<file path="src/rtl/aes_ctrl_pkg.sv">
// Shared types and helpers for the AES controller slice: FSM state encoding,
// key-length codes and AHB shift-direction constants.
package aes_ctrl_pkg;

    typedef enum logic [2:0] {
        IDLE,
        FETCH_KEY,
        CHG_KEY,
        FETCH_BLK,
        ENC,
        WAIT,
        WRITE,
        ERROR
    } state_t;

    typedef enum logic [1:0] {
        KEY_128 = 2'b00,
        KEY_192 = 2'b01,
        KEY_256 = 2'b10,
        KEY_BAD = 2'b11
    } keylen_t;

    localparam logic AHB_IN  = 1'b0;
    localparam logic AHB_OUT = 1'b1;

    // Number of 32-bit key words delivered for each key length.
    function automatic logic [3:0] key_words(input keylen_t kl);
        case (kl)
            KEY_128: return 4'd4;
            KEY_192: return 4'd6;
            KEY_256: return 4'd8;
            default: return 4'd4;
        endcase
    endfunction

endpackage

</file>
<file path="src/rtl/aes_beat_ctr.sv">
// Beat counter with sync clear, parallel load and saturation at a terminal value.
// Priority: reset/clear, then load, then increment.
module aes_beat_ctr #(
    parameter int W = 4
) (
    input  logic         clk,
    input  logic         rst,
    input  logic         en,
    input  logic         clr,
    input  logic         load,
    input  logic [W-1:0] load_val,
    input  logic [W-1:0] term_val,
    output logic [W-1:0] count
);

    always_ff @(posedge clk) begin
        if (rst || clr) begin
            count <= '0;
        end else if (load) begin
            count <= load_val;
        end else if (en && (count != term_val)) begin
            count <= count + W'(1);
        end
    end

endmodule

</file>
<file path="src/rtl/aes_ctrl_pipe.sv">
// AES controller sequencing AHB beats, GenKey loading and AESctr runs with a
// one-block prefetch buffer. Optional watchdog enabled by AES_CTRL_TIMEOUT_EN.
module aes_ctrl_pipe
    import aes_ctrl_pkg::*;
#(
    parameter int BLK_WORDS   = 4,
    parameter int CNT_W       = 4,
    parameter int TIMEOUT_CYC = 64
) (
    input  logic             clk,
    input  logic             rst,
    input  logic             start,
    input  logic             data_received,
    input  logic             data_type,
    input  logic             enc_dec,
    input  logic [1:0]       key_len,
    input  logic             chg_key_done,
    input  logic             enc_done,
    output logic             opt_mode,
    output logic             load_key,
    output logic             aes_load,
    output logic             aes_enable,
    output logic             ahb_mode,
    output logic             ahb_shift_en,
    output logic             done_chg_key,
    output logic [CNT_W-1:0] word_idx,
    output logic             busy,
    output logic             error
);

    localparam logic [CNT_W-1:0] BLK_LAST = CNT_W'(BLK_WORDS - 1);
    localparam logic [CNT_W-1:0] BLK_FULL = CNT_W'(BLK_WORDS);
    localparam logic [CNT_W-1:0] IDX_MAX  = {CNT_W{1'b1}};

    state_t           state;
    state_t           state_nxt;
    keylen_t          key_len_q;
    logic [CNT_W-1:0] key_last;
    logic [CNT_W-1:0] pf_cnt;

    logic key_last_beat;
    logic blk_last_beat;
    logic wr_last;
    logic pf_beat;
    logic pf_full;
    logic pf_partial;

    logic idx_en;
    logic idx_clr;
    logic idx_load;
    logic pf_en;
    logic pf_clr;
    logic wd_expired;

    assign key_last      = CNT_W'(key_words(key_len_q) - 4'd1);
    assign key_last_beat = (state == FETCH_KEY) && data_received && (word_idx == key_last);
    assign blk_last_beat = (state == FETCH_BLK) && data_received && (word_idx == BLK_LAST);
    assign wr_last       = (state == WRITE) && (word_idx == BLK_LAST);
    assign pf_full       = (pf_cnt == BLK_FULL);
    assign pf_partial    = (pf_cnt != '0) && !pf_full;

    // Prefetch only accepts data words while AESctr is busy; key words wait for IDLE.
    assign pf_beat = (state == WAIT) && start && !data_type && data_received && !pf_full;

`ifdef AES_CTRL_TIMEOUT_EN
    localparam int              WD_W    = $clog2(TIMEOUT_CYC + 1);
    localparam logic [WD_W-1:0] WD_LAST = WD_W'(TIMEOUT_CYC - 1);

    logic [WD_W-1:0] wd_cnt;

    always_ff @(posedge clk) begin
        if (rst || (state_nxt != state)) begin
            wd_cnt <= '0;
        end else if (wd_cnt != WD_LAST) begin
            wd_cnt <= wd_cnt + WD_W'(1);
        end
    end

    assign wd_expired = (wd_cnt == WD_LAST);
`else
    assign wd_expired = 1'b0;
`endif

    always_ff @(posedge clk) begin
        if (rst) begin
            state <= IDLE;
        end else begin
            state <= state_nxt;
        end
    end

    always_comb begin
        state_nxt = state;
        case (state)
            IDLE: begin
                if (start) begin
                    if (!data_type) begin
                        state_nxt = FETCH_BLK;
                    end else if (keylen_t'(key_len) == KEY_BAD) begin
                        state_nxt = ERROR;
                    end else begin
                        state_nxt = FETCH_KEY;
                    end
                end
            end
            FETCH_KEY: begin
                if (key_last_beat) state_nxt = CHG_KEY;
            end
            CHG_KEY: begin
                if (chg_key_done)    state_nxt = IDLE;
                else if (wd_expired) state_nxt = ERROR;
            end
            FETCH_BLK: begin
                if (blk_last_beat) state_nxt = ENC;
            end
            ENC: begin
                state_nxt = WAIT;
            end
            WAIT: begin
                if (enc_done)        state_nxt = WRITE;
                else if (wd_expired) state_nxt = ERROR;
            end
            WRITE: begin
                // A full prefetch buffer goes straight back to AESctr.
                if (wr_last) begin
                    if (pf_full)         state_nxt = ENC;
                    else if (pf_partial) state_nxt = FETCH_BLK;
                    else                 state_nxt = IDLE;
                end
            end
            ERROR: begin
                if (!start) state_nxt = IDLE;
            end
            default: state_nxt = IDLE;
        endcase
    end

    always_comb begin
        idx_en   = 1'b0;
        idx_clr  = 1'b0;
        idx_load = 1'b0;
        pf_en    = pf_beat;
        pf_clr   = wr_last || (state == ERROR) || (state == IDLE);
        case (state)
            FETCH_KEY: begin
                idx_en  = data_received;
                idx_clr = key_last_beat;
            end
            FETCH_BLK: begin
                idx_en  = data_received;
                idx_clr = blk_last_beat;
            end
            WRITE: begin
                idx_en   = 1'b1;
                idx_load = wr_last && pf_partial;
                idx_clr  = wr_last && !pf_partial;
            end
            IDLE, ERROR: begin
                idx_clr = 1'b1;
            end
            default: begin
                idx_en = 1'b0;
            end
        endcase
    end

    aes_beat_ctr #(.W(CNT_W)) u_idx_ctr (
        .clk      (clk),
        .rst      (rst),
        .en       (idx_en),
        .clr      (idx_clr),
        .load     (idx_load),
        .load_val (pf_cnt),
        .term_val (IDX_MAX),
        .count    (word_idx)
    );

    aes_beat_ctr #(.W(CNT_W)) u_pf_ctr (
        .clk      (clk),
        .rst      (rst),
        .en       (pf_en),
        .clr      (pf_clr),
        .load     (1'b0),
        .load_val ('0),
        .term_val (BLK_FULL),
        .count    (pf_cnt)
    );

    // Mode and key length are captured when a request leaves IDLE.
    always_ff @(posedge clk) begin
        if (rst) begin
            opt_mode     <= 1'b0;
            key_len_q    <= KEY_128;
            done_chg_key <= 1'b0;
        end else begin
            if ((state == IDLE) && start) begin
                opt_mode  <= enc_dec;
                key_len_q <= keylen_t'(key_len);
            end
            done_chg_key <= (state == CHG_KEY) && chg_key_done;
        end
    end

    always_comb begin
        load_key     = 1'b0;
        aes_load     = 1'b0;
        aes_enable   = 1'b0;
        ahb_mode     = AHB_IN;
        ahb_shift_en = 1'b0;
        busy         = (state != IDLE);
        error        = 1'b0;
        case (state)
            FETCH_KEY: ahb_shift_en = data_received && (word_idx <= key_last);
            CHG_KEY:   load_key     = 1'b1;
            FETCH_BLK: ahb_shift_en = data_received && (word_idx <= BLK_LAST);
            ENC: begin
                aes_load   = 1'b1;
                aes_enable = 1'b1;
            end
            WAIT: begin
                aes_enable   = 1'b1;
                ahb_shift_en = pf_beat;
            end
            WRITE: begin
                ahb_mode     = AHB_OUT;
                ahb_shift_en = 1'b1;
            end
            ERROR:   error = 1'b1;
            default: load_key = 1'b0;
        endcase
    end

endmodule
</file>
<file path="config.mk">
export PLATFORM = sky130hd
export DESIGN_NAME = aes_ctrl_pipe
export DESIGN_NICKNAME = d
export VERILOG_FILES = /design/src/rtl/aes_ctrl_pkg.sv /design/src/rtl/aes_beat_ctr.sv /design/src/rtl/aes_ctrl_pipe.sv
export SDC_FILE = /design/constraint.sdc
export NUM_CORES = 1
export LEC_CHECK = 0
export CORE_MARGIN = 8
export CORE_UTILIZATION = 50
export DETAILED_ROUTE_END_ITERATION = 16
export PLACE_DENSITY = 0.78
export SLEW_MARGIN = 20
export SYNTH_ARGS = -nofsm -noshare
export SYNTH_HDL_FRONTEND = slang
export SYNTH_HIERARCHICAL = 1
export SYNTH_SLANG_ARGS = --single-unit
</file>
<file path="constraint.sdc">
create_clock -name clk -period 2.51 [get_ports clk]
set_clock_uncertainty 0.2 [all_clocks]
set_input_delay 0.3765 -clock clk [delete_from_list [all_inputs] [get_ports clk]]
set_output_delay 0.3765 -clock clk [all_outputs]
set_load 0.005 [all_outputs]
</file>
==> impl_metrics.json <==
{
  "pin_count": 23,
  "multi_input_area_sq_um": 893.4,
  "via_per_inst": 5.487,
  "initial_core_util": 0.5243,
  "post-route-util": 0.7396,
  "synth_top_area_frac": 0.2614,
  "root_buffer": "clkbuf_4",
  "drt_drc_violations_left": 0,
  "post_cts.repair.setup_buffers": 0,
  "status": "complete, no violations",
  "syn2layout_area_growth_pct": 41.07,
  "rsz0062_at_grt": "true",
  "r2r-end": "state[1]",
  "synthCells": 148,
  "synthFlopType": "dfxtp_1",
  "r2r-start": "key_len_q[1]",
  "p_per_area_mw_per_mm2": 679.5,
  "clock_sinks": 15,
  "max_cap_viol_count": 0,
  "p_leak_nw": 0.6650,
  "hold_slack_ns": 0.3076,
  "drtPass1Iterations": 5,
  "hold_depth": 2,
  "grt_pass1_vias": 1165,
  "nets": 216,
  "reg2reg_depth": 9,
  "synth-async-reset-ratio": 0,
  "syn-cell-area_sq_mm": 0.001149,
  "hold_path_end": "opt_mode",
  "path_max_fanout": 2,
  "grt_overflow": 0,
  "drt-total-wl_microns": 3084,
  "synth_top_area_cell": "dfxtp_1",
  "drive_gt1_frac": 0.1818,
  "core-area_sq_mm": 0.002191,
  "place_inst": 222,
  "ys_top_cells_by_area": "dfxtp_1, ha_1, xor2_1, a21oi_1, o21ai_0",
  "gp_congestion": 0.9113,
  "ir_worst_vdd_uv": 669.4,
  "seq_area_sq_um": 302.8,
  "setup_viol": 0,
  "hp-class": "reg2reg",
  "min_period_ns": 2.441,
  "finalInstanceArea_sq_mm": 0.001620,
  "fillers": 182,
  "regToRegSetupSlack_ns": 0.30,
  "cp.required_ns": 1.93,
  "grt_antenna_before_repair": 0,
  "wire_per_inst_microns": 13.65,
  "final-max-slew-violation-count": 0,
  "placed_area_sq_mm": 0.001553,
  "min_period_over_period": 0.9726,
  "track_usage": 0.1492,
  "ys_top_cells_by_count": "dfxtp_1, nor2_1, nand2_1",
  "critPathArrivalTime_ns": 1.86,
  "max_freq_mhz": 409.6,
  "synth_edf_count": 0,
  "ys_ff_latch": 15,
  "synth.avg_cell_area_sq_um": 7.761,
  "hp-start": "opt_mode",
  "layout.cells.non_filler": 226,
  "antennaDiodeCount": 0,
  "endpoint_kind": "output pin",
  "numCtsBuffers": 3,
  "postCtsHoldBufs": 0,
  "io_buffers": 22,
  "yosys_warnings": 6,
  "h-tree-depth": 1,
  "grt_pass1_wl_microns": 5037,
  "critical_path_class": "reg2out",
  "cts_tree": "built",
  "die_y_microns": 63.93,
  "p_total_mw": 1.101,
  "synth_cell_types": 44,
  "clk_pin_slew_worst_paths_ns": 0.10,
  "die_area_sq_mm": 0.004087,
  "drtIter0Drc": 47,
  "placementRows": 17,
  "grt_max_degree": 12,
  "place_hpwl_microns": 2397,
  "num_vias": 1240,
  "start_kind": "flop",
  "die_w_microns": 63.93,
  "ant_nets": 0,
  "insertion_delay_ns": 0.29,
  "hold_viol": 0,
  "cts_buffer_depth": 2,
  "yosysSeqAreaShare": 0.2614
}
-- cells by family after synthesis --
kind of cell / Yosys count / share of synthesized area
AOI/OAI and AO/OA: 41 / 0.2288
adders and majority gates: 7 / 0.07625
buffers and inverters: 12 / 0.04029
and+or+nand+nor: 56 / 0.2647
other: 2 / 0.006538
xor gates and xnor gates: 10 / 0.07626
DFF: 15 / 0.2614
muxes: 5 / 0.04575
-- report_power, final --
part           switching [mW]  internal [mW]
clock network          0.0864         0.0594
logic                   0.294          0.311
registers              0.0650          0.286
total                   0.445          0.656
-- how the worst max path moves through the flow --
stage                       startpoint            to  slack, ns
after floorplan           key_len_q[0]  ahb_shift_en       0.42
after global placement    key_len_q[0]  ahb_shift_en      -0.04
after detailed placement  key_len_q[0]  ahb_shift_en      -0.11
after CTS                 key_len_q[1]  ahb_shift_en       0.02
after global routing      key_len_q[1]  ahb_shift_en      -0.03
final                     key_len_q[1]  ahb_shift_en       0.07
-- final cells by class --
cell class	instances	area share
Clock buffer	3	0.01390
Clock inverter	1	0.003089
Inverter	7	0.01622
Multi-Input combinational cell	134	0.5514
Sequential cell	15	0.1869
Tap cell	28	0.02162
Timing Repair Buffer	38	0.2070
-- cell usage in the layout (no fill, tap or decap), types with 3 or more instances in the layout --
| master | netlist | final |
|---|---|---|
| clkdlybuf4s50_1 | 0 | 21 |
| buf_4 | 0 | 16 |
| nor2_1 | 15 | 15 |
| conb_1 | 2 | 15 |
| dfxtp_1 | 15 | 13 |
| nand2_1 | 13 | 12 |
| o21ai_0 | 12 | 12 |
| a21oi_1 | 12 | 12 |
| xor2_1 | 8 | 8 |
| nor3_1 | 5 | 5 |
| inv_1 | 6 | 4 |
| a211oi_1 | 4 | 4 |
| and4_1 | 4 | 4 |
| inv_2 | 1 | 3 |
| o22ai_1 | 3 | 3 |
| or3_1 | 3 | 3 |
| mux2i_1 | 3 | 3 |
| ha_1 | 7 | 3 |
| ha_4 | 0 | 3 |
| clkbuf_4 | 0 | 3 |
-- per-stage QoR --
stage,setup WS (ns),setup TNS (ns)
after floorplan,0.4241,0
final,0.06884,0
after detailed placement,-0.1106,-0.1106
after CTS,0.02393,0
after global routing,-0.03101,-0.03101
after global placement,-0.04441,-0.04441
-- what timing repair did --
| action | CTS | global route |
|---|---|---|
| endpoints found under the hold margin | 0 | 0 |
| pin swaps | 5 | 0 |
| resized for setup | 7 | 6 |
| setup endpoints to repair | 1 | 1 |
-- metal layers --
metal	vias to the layer above	wire length, microns	share of wire	GRT usage
li1	628	-	-	-
met1	571	1375	0.45	0.1726
met2	36	1482	0.48	0.2459
met3	5	177	0.057	0.04181
met4	0	48	0.016	0.07521
met5	-	0	0	0
-- critical path, cell delays in order, from the launching register on --
cell and delay [ns]:
dfxtp_2 0.35, inv_2 0.06, ha_2 0.18, nand2_2 0.07
ha_4 0.26, nor2b_1 0.12, o211ai_1 0.11, a311o_1 0.28
buf_2 0.13
-- sequential cells by signal, summed over array words and instances (netlist names) --
signal and flops:
state 3, key_len_q 2, u_pf_ctr/count 4, opt_mode 1, done_chg_key 1, u_idx_ctr/count 4
No activity file was read; power rests on OpenSTA's default activity.
